$ cat config.mk
export PLATFORM = sky130hd
export DESIGN_NAME = bcd_down_counter
export DESIGN_NICKNAME = d
export VERILOG_FILES = /design/src/rtl/bcd_down_counter.sv
export SDC_FILE = /design/constraint.sdc
export NUM_CORES = 1
export LEC_CHECK = 0
export ABC_CLOCK_PERIOD_IN_PS = 1500
export CORE_MARGIN = 3
export CORE_UTILIZATION = 36
export DETAILED_ROUTE_END_ITERATION = 8
export GPL_TIMING_DRIVEN = 0
export PLACE_DENSITY = 0.73
export SLEW_MARGIN = 20
export SYNTH_ARGS = -nofsm -noshare
export SYNTH_HDL_FRONTEND = slang
export SYNTH_SLANG_ARGS = --single-unit
$ cat constraint.sdc
create_clock -name Clk -period 1.5 [get_ports Clk]
set_input_delay 0.375 -clock Clk [delete_from_list [all_inputs] [get_ports Clk]]
set_output_delay 0.375 -clock Clk [all_outputs]
set_load 0.02 [all_outputs]
$ cat src/rtl/bcd_down_counter.sv
// Synchronous multi-digit BCD down counter with clamped preset load and a
// combinational terminal-count borrow for cascading stages.
module bcd_down_counter #(
  parameter int DIGITS = 2,
  parameter int WRAP   = 1
) (
  input  logic                  Clk,
  input  logic                  Clr,
  input  logic                  En,
  input  logic                  Load,
  input  logic [4*DIGITS-1:0]   D,
  output logic [4*DIGITS-1:0]   Q,
  output logic                  Zero,
  output logic                  Borrow
);

  logic [4*DIGITS-1:0] q_next;

  function automatic logic [3:0] clamp_digit(input logic [3:0] d);
    return (d > 4'd9) ? 4'd9 : d;
  endfunction

  function automatic logic [3:0] dec_digit(input logic [3:0] d);
    return (d == 4'd0) ? 4'd9 : d - 4'd1;
  endfunction

  assign Zero   = (Q == '0);
  assign Borrow = En & ~Load & Zero;

  // A digit steps only when every digit below it is zero; at all-zero every
  // digit steps, which yields all nines unless wrapping is disabled.
  always_comb begin
    logic step;
    step   = 1'b1;
    q_next = Q;
    for (int i = 0; i < DIGITS; i++) begin
      if (Load) begin
        q_next[4*i +: 4] = clamp_digit(D[4*i +: 4]);
      end else if (En && !(Zero && (WRAP == 0))) begin
        if (step) q_next[4*i +: 4] = dec_digit(Q[4*i +: 4]);
      end
      step = step & (Q[4*i +: 4] == 4'd0);
    end
  end

  // Stage 0: count register
  always_ff @(posedge Clk or negedge Clr) begin
    if (!Clr) Q <= '0;
    else      Q <= q_next;
  end

endmodule

# Word level (Yosys, flattened, before mapping)
# Index checks and enable logic that the tools add are counted.
[word_totals]
register_bits = 8
input_bits = 12
word_cells = 24
[classes]
n_addsub = 2
order_cmp = 2
mux = 9
bitwise_logic = 3
n_reduce_logical = 6
[op_table]
columns = ["op", "count"]
rows = [
  ["$mux 4", 9],
  ["$gt 4x4->1 const B", 2],
  ["$logic_not 4->1", 2],
  ["$logic_not 8->1", 1],
  ["$sub 4x1->4 const B", 2],
  ["$reduce_bool 2->1", 2],
  ["$and 1x1->1", 2],
  ["$reduce_and 2->1", 1],
  ["$not 1->1", 1],
]

# Logic depth before layout (Yosys ltp)
[depth]
word_depth = 5
ltp_mapped = 4
mapped_depth_nobuf = 3

# Worst setup path before layout
# OpenSTA, ideal clock, no wires.
[synth_path]
kind = "register -> output"
startpoint = "register Q[0]"
endpoint = "output port Zero"
arrival_ps = 1828
required_ps = 1125
setup_slack_ps = -703
stages_incl_launch_ff = 3
n_path_buf = 0
path_cell_list = "dfrtp_1 -> or4_4 -> nor4b_1"
[synth_between]
elab_chain_len = 1
[synth_rtl]
columns = ["item", "line", "text"]
rows = [
  ["start: declaration", "12", "output logic [4*DIGITS-1:0] Q,"],
  ["start signal: assignment", "49", "else Q <= q_next;"],
  ["$logic_not 8->1", "27", "assign Zero = (Q == '0);"],
  ["end: declaration", "13", "output logic Zero,"],
]
# No other way between the ends.

# Worst setup path in the final report
[layout_path]
startpoint = "register Q[3]"
endpoint = "output port Zero"
# Same word-level chain as after synthesis.

==> impl_metrics.xml <==
<?xml version="1.0" encoding="UTF-8"?>
<metrics>
  <group name="outcome">
    <metric name="status" unit="">finished with violations</metric>
    <metric name="failed_checks" unit="">negative setup slack</metric>
  </group>
  <group name="final_layout">
    <metric name="registers.top_by_ff_count" unit="">Q</metric>
    <metric name="largest_register_ff_count" unit="">8</metric>
    <metric name="post_route_cells_drive_above_1_share" unit="%">33.7</metric>
    <metric name="fin_nets" unit="">99</metric>
    <metric name="final_cell_count_no_fill" unit="">100</metric>
    <metric name="layout.cells.most_common" unit="">clkdlybuf4s50_1</metric>
    <metric name="insertedDiodeCount" unit="">0</metric>
    <metric name="most-common-layout-cells" unit="">clkdlybuf4s50_1 (10), dfrtp_2 (6), o21ai_0 (6)</metric>
    <metric name="area.growth.synth_to_final" unit="%">67.9</metric>
    <metric name="final.fill_count" unit="">99</metric>
    <metric name="reg_top3" unit="">Q x8</metric>
  </group>
  <group name="clocking">
    <metric name="ctsHtreeMaxLevel" unit="">1</metric>
    <metric name="cts_max_path_buffers" unit="">2</metric>
    <metric name="clk-insertion-delay-late" unit="ns">0.27</metric>
    <metric name="tritoncts_clock_tree" unit="">yes</metric>
    <metric name="clock-sinks" unit="">8</metric>
    <metric name="clock_transition_at_the_registers_of_the_reported_paths" unit="ns">0.07</metric>
    <metric name="cts_root_buffer" unit="">clkbuf_4</metric>
    <metric name="cts_made_buffers" unit="">3</metric>
  </group>
  <group name="floorplanning">
    <metric name="std_cell_rows" unit="">12</metric>
    <metric name="die_outline_area" unit="sq um">1920</metric>
    <metric name="die_h" unit="microns">43.8</metric>
    <metric name="initial_core_util" unit="%">42.3</metric>
    <metric name="floorplan.io_pins" unit="">22</metric>
    <metric name="placeableCoreArea" unit="sq um">1220</metric>
    <metric name="floorplan.die.width" unit="microns">43.8</metric>
  </group>
  <group name="routing">
    <metric name="avgRoutedWirePerCell" unit="microns">15.9</metric>
    <metric name="remaining_drc_errors" unit="">0</metric>
    <metric name="first_pass_iters" unit="">4</metric>
    <metric name="vias_per_cell" unit="">5.66</metric>
    <metric name="detailroute.via_count" unit="">566</metric>
    <metric name="drt_iter0_markers" unit="">13</metric>
    <metric name="drtAntennaViolNets" unit="">0</metric>
    <metric name="routed_wl" unit="mm">1.59</metric>
  </group>
  <group name="yosys">
    <metric name="synthesis.area_per_instance" unit="sq um">9.02</metric>
    <metric name="synth_edf_count" unit="">0</metric>
    <metric name="yosys.cell_types.count" unit="">28</metric>
    <metric name="ys_async_rst_share" unit="%">100</metric>
    <metric name="synth.largest_area_cell" unit="">dfrtp_1</metric>
    <metric name="yosysSeqAreaShare" unit="%">38.9</metric>
    <metric name="synth.top_cells.by_area" unit="">dfrtp_1 (39%), o21ai_0 (5.8%), mux2i_1 (3.9%), inv_1 (3.6%), nor2b_1 (3.6%)</metric>
    <metric name="register_bit_count_reported_by_yosys" unit="">8</metric>
    <metric name="synth.net_count" unit="">69</metric>
    <metric name="yosys_warnings" unit="">0</metric>
    <metric name="post_synth_inst_count" unit="">57</metric>
    <metric name="synth_ff_type" unit="">dfrtp_1</metric>
    <metric name="mappedNetlistArea" unit="sq um">514</metric>
    <metric name="netlist.area_leader.share" unit="%">38.9</metric>
  </group>
  <group name="placed_design">
    <metric name="dpl.hpwl" unit="mm">1.05</metric>
    <metric name="post-place-cells" unit="">91</metric>
    <metric name="port-buffer-count" unit="">20</metric>
    <metric name="gpl.final_weighted_congestion" unit="">0.738</metric>
  </group>
  <group name="setup_path">
    <metric name="required" unit="ns">1.12</metric>
    <metric name="cpPeakStageDelay" unit="ns">0.57</metric>
    <metric name="crit_path_start_kind" unit="">register</metric>
    <metric name="timing.setup.critical_path_class" unit="">reg2out</metric>
    <metric name="end_kind" unit="">output port</metric>
    <metric name="cp.arrival" unit="ns">1.68</metric>
    <metric name="cp_max_fo" unit="">4</metric>
    <metric name="ordered_list_of_cells_on_the_worst_path" unit="">or4_4 -&gt; nor4b_4 -&gt; buf_4</metric>
    <metric name="crit_slowest_cell" unit="">or4_4</metric>
  </group>
  <group name="power_and_ir_drop">
    <metric name="leakage_power_of_the_design" unit="nW">0.336</metric>
    <metric name="internal_power" unit="uW">478</metric>
    <metric name="clkPwrFrac" unit="%">25.7</metric>
    <metric name="max-vdd-ir-drop" unit="mV">0.663</metric>
    <metric name="switching_component_of_the_power" unit="uW">277</metric>
    <metric name="p_comb_share" unit="%">34.8</metric>
    <metric name="switching_share" unit="%">36.7</metric>
    <metric name="p_seq_share" unit="%">39.5</metric>
    <metric name="cellPowerDensity" unit="nW/um^2">875</metric>
  </group>
  <group name="sta">
    <metric name="setup_repair_after_global_routing_missed_its_margin" unit="">true</metric>
    <metric name="timing.final.crit_share" unit="%">137</metric>
    <metric name="final.setup_skew" unit="ns">0.00861</metric>
    <metric name="fmax" unit="GHz">0.488</metric>
    <metric name="setup_slack" unit="ns">-0.551</metric>
    <metric name="min_period" unit="ns">2.05</metric>
    <metric name="fin_setup_tns" unit="ns">-1.79</metric>
    <metric name="slew_viol_final" unit="">0</metric>
    <metric name="slew_headroom" unit="%">57.5</metric>
    <metric name="final_hold_violations" unit="">0</metric>
    <metric name="tightest_slew" unit="ns">0.628</metric>
    <metric name="setup-violations-final" unit="">6</metric>
  </group>
  <group name="global_routing">
    <metric name="global_route_usage_sum" unit="%">18.2</metric>
    <metric name="grt_max_degree" unit="">11</metric>
    <metric name="first_global_vias" unit="">553</metric>
    <metric name="globalRoute.totalOverflow" unit="">0</metric>
    <metric name="grt_pass1_wl" unit="mm">2.56</metric>
    <metric name="initial_antenna_violation_count" unit="">0</metric>
  </group>
  <group name="job">
    <metric name="cap_violations" unit="">0</metric>
  </group>
  <group name="worst_hold_path">
    <metric name="worst_min_path_class" unit="">in2async</metric>
  </group>
</metrics>
==> area by class of cell <==
class	count	area [sq um]	share of cell area, %
Inverter	5	18.8	2.17
Tap cell	14	17.5	2.03
Multi-Input combinational cell	42	364	42.2
Clock buffer	4	26.3	3.04
Buffer	2	8.76	1.01
Timing Repair Buffer	25	220	25.5
Sequential cell	8	208	24.1
==> kinds of logic after synthesis <==
group                  synth area share, %
AO/OA/AOI/OAI                         25.8
flip-flops                            38.9
buffers and inverters                 5.35
AND/OR/NAND/NOR                       22.6
multiplexers                          3.89
XOR/XNOR                              3.41
==> worst paths after layout <==
| path | startpoint | endpoint | slack (ns) | depth (start not counted) |
|---|---|---|---|---|
| min | Clr | Q[0]$_DFFE_PN0P_ | 0.38 | 1 |
| max in group asynchronous | Clr | Q[7]$_DFFE_PN0P_ | 0.83 | 1 |
| max | Q[3]$_DFFE_PN0P_ | Zero | -0.55 | 3 |
| min in group Clk | En | Q[6]$_DFFE_PN0P_ | 0.52 | 3 |
| min reg2reg | Q[3]$_DFFE_PN0P_ | Q[3]$_DFFE_PN0P_ | 0.62 | 2 |
| max reg2reg | Q[3]$_DFFE_PN0P_ | Q[4]$_DFFE_PN0P_ | -0.24 | 5 |
==> power by group through the flow <==
| stage | clock, mW | combinational [mW] | sequential, mW |
|---|---|---|---|
| after floorplan | 0 | 0.0952 | 0.317 |
| after global placement | 0 | 0.226 | 0.294 |
| after detailed placement | 0 | 0.227 | 0.294 |
| after CTS | 0.189 | 0.238 | 0.300 |
| after global routing | 0.210 | 0.284 | 0.304 |
| final | 0.194 | 0.262 | 0.298 |
==> layer usage <==
layer	routed length, microns	vias up	track usage, %
met5	0	-	0
met4	11	0	10.2
met3	43	2	2.90
met2	782	13	26.5
met1	755	272	25.3
li1	-	279	-
==> metrics by stage <==
| stage | power (mW) | setup slack, ns | hold WS [ns] | instance area, sq um | utilization (%) |
|---|---|---|---|---|---|
| CTS | 0.727 | -0.550 | 0.388 | 838 | 68.9 |
| global placement | 0.519 | -0.831 | 0.607 | 764 | 62.9 |
| floorplan | 0.412 | -0.319 | 0.0794 | 547 | - |
| finish | 0.755 | -0.551 | 0.380 | 863 | 71.0 |
| global route | 0.798 | -0.618 | 0.399 | 863 | 71.0 |
| detailed placement | 0.521 | -0.826 | 0.620 | 764 | 62.9 |
==> synthesized netlist by cell type (2+ instances only) <==
| cell | instances |
|---|---|
| dfrtp_1 | 8 |
| o21ai_0 | 6 |
| inv_1 | 5 |
| nor2_1 | 3 |
| nor2b_1 | 3 |
| a21oi_1 | 2 |
| mux2i_1 | 2 |
| nand2_1 | 2 |
| nand3_1 | 2 |
| nand4_1 | 2 |
| nor4_1 | 2 |
| nor4b_1 | 2 |
| o211ai_1 | 2 |
| xnor2_1 | 2 |
==> repair_timing <==
item | in CTS | in global routing
setup endpoints to repair | 14 | 9
setup buffers | 3 | 2
hold buffers | 0 | 0
gates resized for setup | 32 | 8
pin swaps | 5 | 2
endpoints found under the hold margin | 0 | 0
==> worst max-delay path: cells and delay by family (launching register included) <==
family                 cells  cell delay, ns
and+or+nand+nor            2            0.80
buffers and inverters      1            0.18
DFF                        1            0.43
(Power assumes the default switching activity.)
